===== src/rtl/mux_rr_stream.sv =====
// N-channel, W-bit streaming multiplexer with valid/ready handshakes on every channel.
// It arbitrates by round-robin or fixed priority, supports a manual-select override and has one registered output stage.
module mux_rr_stream #(
    parameter int unsigned WIDTH    = 8,
    parameter int unsigned CHANNELS = 4,
    parameter int unsigned SEL_W    = 2
) (
    input  logic                      clk,
    input  logic                      rst,
    input  logic [CHANNELS-1:0]       in_valid,
    input  logic [CHANNELS*WIDTH-1:0] in_data,
    output logic [CHANNELS-1:0]       in_ready,
    input  logic                      mode,
    input  logic                      force_en,
    input  logic [SEL_W-1:0]          force_sel,
    output logic                      out_valid,
    output logic [WIDTH-1:0]          out_data,
    output logic [SEL_W-1:0]          out_sel,
    input  logic                      out_ready
);

    logic [SEL_W-1:0]    ptr;
    logic                load_en;
    logic                xfer;
    logic [CHANNELS-1:0] elig;
    logic [CHANNELS-1:0] grant;
    logic [SEL_W-1:0]    gsel;
    logic [SEL_W-1:0]    ptr_next;
    logic [WIDTH-1:0]    gdata;

    // Output register can take a word when empty or being drained this cycle.
    assign load_en = !out_valid || out_ready;

    // Eligible set; an out-of-range force_sel matches no channel, so nothing is granted.
    always_comb begin : eligible
        elig = '0;
        for (int unsigned i = 0; i < CHANNELS; i++) begin
            if (force_en) begin
                elig[i] = in_valid[i] && (force_sel == SEL_W'(i));
            end else begin
                elig[i] = in_valid[i];
            end
        end
    end

    // Circular scan from the start index; fixed priority is just a scan that always starts at 0.
    always_comb begin : arbiter
        logic [SEL_W:0]   start;
        logic [SEL_W:0]   sum;
        logic [SEL_W-1:0] idx;
        logic             found;
        start = mode ? '0 : {1'b0, ptr};
        sum   = '0;
        idx   = '0;
        found = 1'b0;
        grant = '0;
        gsel  = '0;
        for (int unsigned k = 0; k < CHANNELS; k++) begin
            sum = start + (SEL_W+1)'(k);
            if (sum >= (SEL_W+1)'(CHANNELS)) begin
                sum = sum - (SEL_W+1)'(CHANNELS);
            end
            idx = sum[SEL_W-1:0];
            if (!found && elig[idx]) begin
                found      = 1'b1;
                grant[idx] = 1'b1;
                gsel       = idx;
            end
        end
    end

    always_comb begin : data_mux
        gdata = '0;
        for (int unsigned i = 0; i < CHANNELS; i++) begin
            if (grant[i]) begin
                gdata = in_data[i*WIDTH +: WIDTH];
            end
        end
    end

    assign ptr_next = (gsel == SEL_W'(CHANNELS - 1)) ? '0 : gsel + SEL_W'(1);
    assign in_ready = grant & {CHANNELS{load_en & ~rst}};
    assign xfer     = |in_ready;

    // The pointer follows every transfer, so returning to round-robin stays fair.
    always_ff @(posedge clk or posedge rst) begin
        if (rst) begin
            out_valid <= 1'b0;
            out_data  <= '0;
            out_sel   <= '0;
            ptr       <= '0;
        end else if (load_en) begin
            if (xfer) begin
                out_valid <= 1'b1;
                out_data  <= gdata;
                out_sel   <= gsel;
                ptr       <= ptr_next;
            end else begin
                out_valid <= 1'b0;
            end
        end
    end

endmodule

===== config.mk =====
export PLATFORM = sky130hd
export DESIGN_NAME = mux_rr_stream
export DESIGN_NICKNAME = d
export VERILOG_FILES = /design/src/rtl/mux_rr_stream.sv
export SDC_FILE = /design/constraint.sdc
export NUM_CORES = 1
export LEC_CHECK = 0
export BUFFER_PORTS_ARGS = -buffer_cell sky130_fd_sc_hd__buf_4
export CORE_MARGIN = 1
export CORE_UTILIZATION = 25
export DETAILED_ROUTE_END_ITERATION = 16
export SETUP_SLACK_MARGIN = 0.05
export SLEW_MARGIN = 25
export SYNTH_ARGS = -nofsm -noshare
export SYNTH_HDL_FRONTEND = slang
export SYNTH_SLANG_ARGS = --single-unit

===== constraint.sdc =====
create_clock -name clk -period 3.75 [get_ports clk]
set_input_delay 0.375 -clock clk [delete_from_list [all_inputs] [get_ports clk]]
set_output_delay 0.375 -clock clk [all_outputs]
set_load 0.01 [all_outputs]

==> results of run 1 <==
[state kept, by name, summed over array words and instances (netlist names)]
name and flops:
out_valid 1, out_data 8, ptr 2, out_sel 2
[stage by stage]
step                cell area (sq um)  setup slack (ps)  utilization, %
floorplan                        1510               748               -
global placement                 1990               487            35.1
detailed placement               1990               454            35.1
CTS                              2040               445            35.9
global route                     2040               169            35.9
finish                           2040               444            35.9
[area by class of cell]
cell class,instances,area share (%)
multi-input combinational,125,52.7
tap,72,4.42
inverter,16,2.95
timing repair buffer,59,21.7
sequential,13,16.0
clock buffer,4,2.21
[layer usage]
metal | routed length [um] | share of wire (%)
met4 | 82 | 1.8
met1 | 2020 | 46
met3 | 290 | 6.5
met2 | 2040 | 46
met5 | 0 | 0
[worst paths after layout]
check	startpoint	endpoint	slack [ps]	cells past startpoint
worst max-delay path	ptr[0]	in_ready[2]	440	7
worst min-delay path	rst	out_data[3]	190	2
worst max register to register	ptr[0]	out_data[5]	610	8
worst min register to register	out_sel[1]	out_sel[1]	490	1
max in group asynchronous	rst	out_sel[0]	3200	2
min in group clk	rst	out_valid	330	2
[critical path, delay by kind of cell (launching register included)]
kind,cells,cell delay (ps)
and+or+nand+nor,3,840
adders and majority gates,1,510
muxes,1,400
AOI/OAI and AO/OA,1,390
DFF,1,360
buffers and inverters,1,170
[Yosys cell counts (2+ instances only)]
cell type	n	area share, %
sky130_fd_sc_hd__a21oi_1	10	3.3
sky130_fd_sc_hd__mux2i_1	2	1.3
sky130_fd_sc_hd__a21o_1	9	4.5
sky130_fd_sc_hd__o221a_2	9	6.7
sky130_fd_sc_hd__nand2_1	7	1.7
sky130_fd_sc_hd__mux4_2	4	6.0
sky130_fd_sc_hd__dfrtp_1	13	22
sky130_fd_sc_hd__o32a_1	9	6.0
sky130_fd_sc_hd__ha_1	7	5.8
sky130_fd_sc_hd__buf_2	3	1.0
sky130_fd_sc_hd__a211o_1	8	4.6
sky130_fd_sc_hd__a211oi_1	8	4.0
sky130_fd_sc_hd__clkbuf_1	3	0.75
sky130_fd_sc_hd__buf_6	2	1.5
sky130_fd_sc_hd__and2_1	2	0.83
sky130_fd_sc_hd__o21ai_0	3	1.0
sky130_fd_sc_hd__nor2_1	6	1.5
sky130_fd_sc_hd__mux2_1	2	1.5
sky130_fd_sc_hd__nor2b_1	2	0.83
sky130_fd_sc_hd__inv_1	15	3.7
sky130_fd_sc_hd__o21a_1	2	1.0
sky130_fd_sc_hd__nand3_1	5	1.7
sky130_fd_sc_hd__a22o_1	2	1.2
sky130_fd_sc_hd__nand2b_1	3	1.2
[power groups by stage]
stage	Sequential, mW	Clock [mW]	Combinational [mW]
6_report	0.258	0.124	0.928
4_1_cts	0.258	0.128	0.926
3_5_place_dp	0.260	0	0.924
2_1_floorplan	0.278	0	0.646
3_3_place_gp	0.261	0	0.918
5_1_grt	0.267	0.136	1.01
[cells by family after synthesis]
logic type      count (synthesis)  share of synthesized area, %
xor+xnor                        1                         0.581
fa+ha+maj                       7                          5.81
compound gates                 74                          41.8
flops                          13                          21.6
simple gates                   33                          12.4
mux                            10                          10.5
buf+inv                        24                          7.22
==> impl_metrics.sql, run 1 <==
INSERT INTO impl_metrics (metric_group, metric, value, unit) VALUES
('timing', 'setup_viol', '0', ''),
('finish', 'layout.filler_cells', '608', ''),
('power', 'internal_power', '0.743', 'mW'),
('place', 'post-dp-hpwl', '3550', 'um'),
('clocking', 'ctsRootBufferMaster', 'sky130_fd_sc_hd__clkbuf_8', ''),
('synth', 'netlist_instances', '162', ''),
('timing', 'fin_crit_sh', '88.2', '%'),
('critical_path', 'slowest_delay', '510', 'ps'),
('power', 'seqPwrFrac', '19.7', '%'),
('finish', 'most_frequent_standard_cell_in_the_layout_excluding_fill_and_tap_cells', 'sky130_fd_sc_hd__buf_4', ''),
('timing', 'timing_max_transition_violations_final', '0', ''),
('route', 'route.vias.total', '1535', ''),
('clocking', 'cts_repair_resize_count', '0', ''),
('finish', 'drive_above_1_share', '40.1', '%'),
('global_routing', 'met3_demand_to_capacity_share_in_global_routing', '1.94', '%'),
('timing', 'grt_setup_unrepaired', 'false', ''),
('finish', 'finalNonFillerCells', '289', ''),
('power', 'power.density', '643', 'mW/mm^2'),
('critical_path', 'cpMaxStageDelayCell', 'sky130_fd_sc_hd__ha_1', ''),
('place', 'place_congestion', '0.843', ''),
('critical_path', 'worst_setup_path_end_kind', 'output port', ''),
('timing', 'report.final.hold_viol_count', '0', ''),
('synth', 'synth-warning-count', '0', ''),
('critical_path', 'setup.worst_path.start_class', 'flop', ''),
('global_routing', 'vias_in_the_first_global_route', '1481', ''),
('route', 'drc_viols', '0', ''),
('floorplan', 'floorplan.initialDensity', '26.6', '%'),
('critical_path', 'crit_path_cell_trace', 'nand2b_1 > ha_1 > mux4_2 > a32o_1 > nor2_1 > nor2_1 > buf_4', ''),
('timing', 'fin_worst_skew', '4.31', 'ps'),
('global_routing', 'remaining_global_route_overflow', '0', ''),
('synth', 'ys_ff_latch', '13', ''),
('power', 'clock_power_share', '9.5', '%'),
('finish', 'synthToLayoutAreaGrowth', '35.1', '%'),
('synth', 'synthFlopType', 'sky130_fd_sc_hd__dfrtp_1', ''),
('timing', 'finalCriticalPeriod', '3310', 'ps'),
('clocking', 'post_cts_hold_fix_bufs', '0', ''),
('synth', 'number_of_enable_flip_flop_cells_after_synthesis', '0', ''),
('finish', 'sequential_cell_area', '325', 'sq um'),
('route', 'routed_wire_length_per_instance', '15.4', 'um'),
('power', 'switchingPower', '0.567', 'mW'),
('power', 'design_power_total', '1.31', 'mW'),
('clocking', 'clock_sink_count', '13', ''),
('clocking', 'clock_insertion_delay_worst_skew', '250', 'ps'),
('floorplan', 'floorplan.die.width', '79.7', 'um'),
('route', 'dr.pass1.iters', '4', ''),
('clocking', 'htree_levels', '1', ''),
('timing', 'tightestPinTransition', '563', 'ps'),
('finish', 'layout.cells.most_common_list', 'sky130_fd_sc_hd__buf_4 (59), sky130_fd_sc_hd__inv_1 (15), sky130_fd_sc_hd__dfrtp_1 (13)', ''),
('status', 'run_status', 'finished, final reports clean', ''),
('synth', 'postSynth.asyncResetShare', '100', '%'),
('timing', 'fin_tns_setup', '0', 'ps'),
('floorplan', 'die_y', '79.7', 'um'),
('timing', 'timing.hold.ws', '188', 'ps'),
('power', 'worst_ir_drop_vdd', '0.220', 'mV'),
('floorplan', 'core-area', '0.00568', 'sq mm'),
('clocking', 'worst_setup_hold_path_clk_slew', '50', 'ps'),
('place', 'port-buffer-count', '57', ''),
('global_routing', 'grt_pass1_wl', '7110', 'um'),
('clocking', 'tritoncts', 'yes', ''),
('place', 'placed_cells_incl_taps', '285', ''),
('route', 'via_per_inst', '5.31', ''),
('route', 'drtAntennaViolNets', '0', ''),
('clocking', 'total_clock_buffers_created_by_cts', '3', ''),
('critical_path', 'worst-endpoint-arrival', '2930', 'ps'),
('route', 'drt_iter0_drc', '39', ''),
('floorplan', 'die_area', '0.00635', 'sq mm'),
('synth', 'seq_area_frac_synth', '21.6', '%'),
('finish', 'multiInputGateArea', '0.00107', 'sq mm'),
('timing', 'achievable-frequency', '303', 'MHz'),
('global_routing', 'grt.total_usage', '14.4', '%'),
('power', 'power.leakage', '0.968', 'nW');
No activity file was read; power rests on OpenSTA's default activity.
==> run 2, diff against run 1 <==
- CORE_ASPECT_RATIO: not set -> 1.25
==> run 2 against run 1 <==
  * Sequential power decreased by 2%
  * Largest cell class unchanged
  * Worst setup slack improved by 20 ps
  * Highest routed layer unchanged
  * Register-to-register slack got worse by 40 ps
  * Wire length increased by 4.9%
  * Via count increased by 1.4%
  * Critical endpoint unchanged
  * Final area decreased by 1.1%
  * Global-route usage increased by 0.21 points
==> impl_metrics.sql, run 2 (synthesis gave the netlist of run 1 again) <==
INSERT INTO impl_metrics (metric_group, metric, value, unit) VALUES
('clocking', 'tritoncts', 'yes', ''),
('power', 'power.density', '656', 'mW/mm^2'),
('finish', 'largest_register', 'out_data', ''),
('timing', 'finalCriticalPeriod', '3290', 'ps'),
('finish', 'fin_util', '34.6', '%'),
('critical_path', 'worstReg2RegStart', 'ptr[0]', ''),
('clocking', 'clock_sink_count', '13', ''),
('clocking', 'worst_setup_hold_path_clk_slew', '60', 'ps'),
('critical_path', 'rr_worst_depth', '8', ''),
('timing', 'achievable-frequency', '304', 'MHz'),
('finish', 'drive_above_1_share', '39.5', '%'),
('status', 'run_status', 'finished, final reports clean', ''),
('clocking', 'total_clock_buffers_created_by_cts', '3', ''),
('floorplan', 'die_area', '0.00635', 'sq mm'),
('flow_run', 'max_cap_violations', '0', ''),
('route', 'drt_iter0_drc', '105', ''),
('route', 'drtAntennaViolNets', '0', ''),
('route', 'via_per_inst', '5.54', ''),
('finish', 'num_antenna_cells', '0', ''),
('route', 'dr.pass1.iters', '4', ''),
('floorplan', 'floorplan.initialDensity', '25.9', '%'),
('finish', 'synthToLayoutAreaGrowth', '33.6', '%'),
('global_routing', 'grt_max_degree', '17', ''),
('critical_path', 'worst-endpoint-arrival', '2910', 'ps'),
('timing', 'setup_viol', '0', ''),
('clocking', 'post_cts_hold_fix_bufs', '0', ''),
('timing', 'timing.max_slew.rel_slack', '58.6', '%'),
('finish', 'most_frequent_standard_cell_in_the_layout_excluding_fill_and_tap_cells', 'sky130_fd_sc_hd__buf_4', ''),
('place', 'port-buffer-count', '57', ''),
('clocking', 'post-cts-setup-buffers', '0', ''),
('finish', 'largest_register_ff_count', '8', ''),
('place', 'post-dp-hpwl', '3720', 'um'),
('place', 'pre_cts_ws', '367', 'ps'),
('route', 'route.vias.total', '1556', ''),
('timing', 'fin_tns_setup', '0', 'ps'),
('power', 'worst_ir_drop_vdd', '0.213', 'mV'),
('route', 'routed_wire_length_per_instance', '16.6', 'um'),
('finish', 'layout.filler_cells', '593', ''),
('timing', 'timing.final.ws_setup', '464', 'ps'),
('route', 'detail_route.wirelength', '4660', 'um'),
('global_routing', 'grt_pass1_wl', '7240', 'um'),
('floorplan', 'floorplan.io_pins', '58', ''),
('timing', 'fin_worst_skew', '2.82', 'ps'),
('hold_path', 'worst_hold_path_type', 'in -> async', ''),
('critical_path', 'setup.worst_path.start_class', 'flop', ''),
('timing', 'report.final.hold_viol_count', '0', ''),
('global_routing', 'grt.total_usage', '14.6', '%'),
('critical_path', 'crit_path_cell_trace', 'nand2b_1 > nand3_1 > mux2_2 > o32ai_1 > a32o_1 > nor2_1 > nor2_1 > buf_4', ''),
('critical_path', 'critPathKind', 'reg -> out', ''),
('clocking', 'ctsRootBufferMaster', 'sky130_fd_sc_hd__clkbuf_8', ''),
('floorplan', 'core-area', '0.00582', 'sq mm'),
('place', 'place_congestion', '0.898', ''),
('clocking', 'cts_buffer_depth', '2', ''),
('timing', 'grt_setup_unrepaired', 'false', ''),
('critical_path', 'slowest_delay', '570', 'ps'),
('clocking', 'clock_insertion_delay_worst_skew', '240', 'ps'),
('critical_path', 'worst_setup_path_end_kind', 'output port', ''),
('timing', 'tightestPinTransition', '618', 'ps'),
('power', 'design_power_total', '1.32', 'mW'),
('timing', 'timing_max_transition_violations_final', '0', ''),
('clocking', 'cts_repair_resize_count', '0', ''),
('finish', 'layout.cells.most_common_list', 'sky130_fd_sc_hd__buf_4 (57), sky130_fd_sc_hd__inv_1 (15), sky130_fd_sc_hd__dfrtp_1 (13)', ''),
('power', 'power.leakage', '0.958', 'nW'),
('route', 'drc_viols', '0', ''),
('finish', 'final_nets', '266', ''),
('critical_path', 'required', '3380', 'ps'),
('critical_path', 'ff_to_ff_end', 'out_data[0]', ''),
('global_routing', 'grt_antenna_before_repair', '0', ''),
('floorplan', 'die_y', '88.8', 'um'),
('floorplan', 'fp-row-count', '31', ''),
('floorplan', 'floorplan.die.width', '71.5', 'um'),
('timing', 'timing.hold.ws', '212', 'ps'),
('global_routing', 'vias_in_the_first_global_route', '1416', ''),
('clocking', 'htree_levels', '1', ''),
('critical_path', 'worst_path_most_repeated_cell', 'sky130_fd_sc_hd__nor2_1', ''),
('timing', 'fin_crit_sh', '87.6', '%'),
('critical_path', 'flop2flop_setup_slack', '570', 'ps'),
('global_routing', 'remaining_global_route_overflow', '0', ''),
('critical_path', 'cp_max_fo', '10', ''),
('finish', 'layout_top_registers', 'out_data (8), out_sel (2), ptr (2)', ''),
('critical_path', 'cpMaxStageDelayCell', 'sky130_fd_sc_hd__o32ai_1', '');
==> run 2: report_power, final <==
group | leakage [nW] | switching, mW | total [mW] | internal, mW
Sequential | 0.151 | 0.0397 | 0.254 | 0.214
Clock | 0.0228 | 0.0510 | 0.126 | 0.0750
Combinational | 0.785 | 0.493 | 0.942 | 0.449
==> run 2: metal layers <==
| metal | part of all wire, % | wire (um) | track usage [%] |
|---|---|---|---|
| met5 | 0 | 0 | 0 |
| met1 | 42 | 1960 | 17.8 |
| met3 | 7.8 | 365 | 2.73 |
| met2 | 48 | 2250 | 26.1 |
| met4 | 1.6 | 76 | 4.63 |
==> run 2: worst max-delay path by stage <==
stage	from	to	depth (start not counted)
3_3_place_gp	mode	out_sel[1]	8
2_1_floorplan	mode	ptr[1]	10
6_report	ptr[0]	in_ready[2]	8
3_5_place_dp	mode	out_sel[1]	8
5_1_grt	ptr[0]	in_ready[2]	7
4_1_cts	ptr[0]	in_ready[2]	7
==> run 2: area by class of cell <==
class,instances,area (sq um),area share [%]
clock buffer,4,45.0,2.24
inverter,16,60.1,2.98
multi-input combinational,125,1070,53.3
sequential,13,325,16.1
tap,66,82.6,4.10
timing repair buffer,57,428,21.2
==> run 2: metrics by stage <==
stage	std cells	cell area [sq um]
after floorplan	162	1510
after global placement	277	1970
after detailed placement	277	1970
after CTS	281	2010
after global routing	281	2010
final	281	2010
==> run 2: worst max-delay path: cells and delay by family (launching register included) <==
kind / cells / cell delay (ps)
mux: 1 / 310
flops: 1 / 380
simple gates: 4 / 840
buf+inv: 1 / 140
compound gates: 2 / 1000
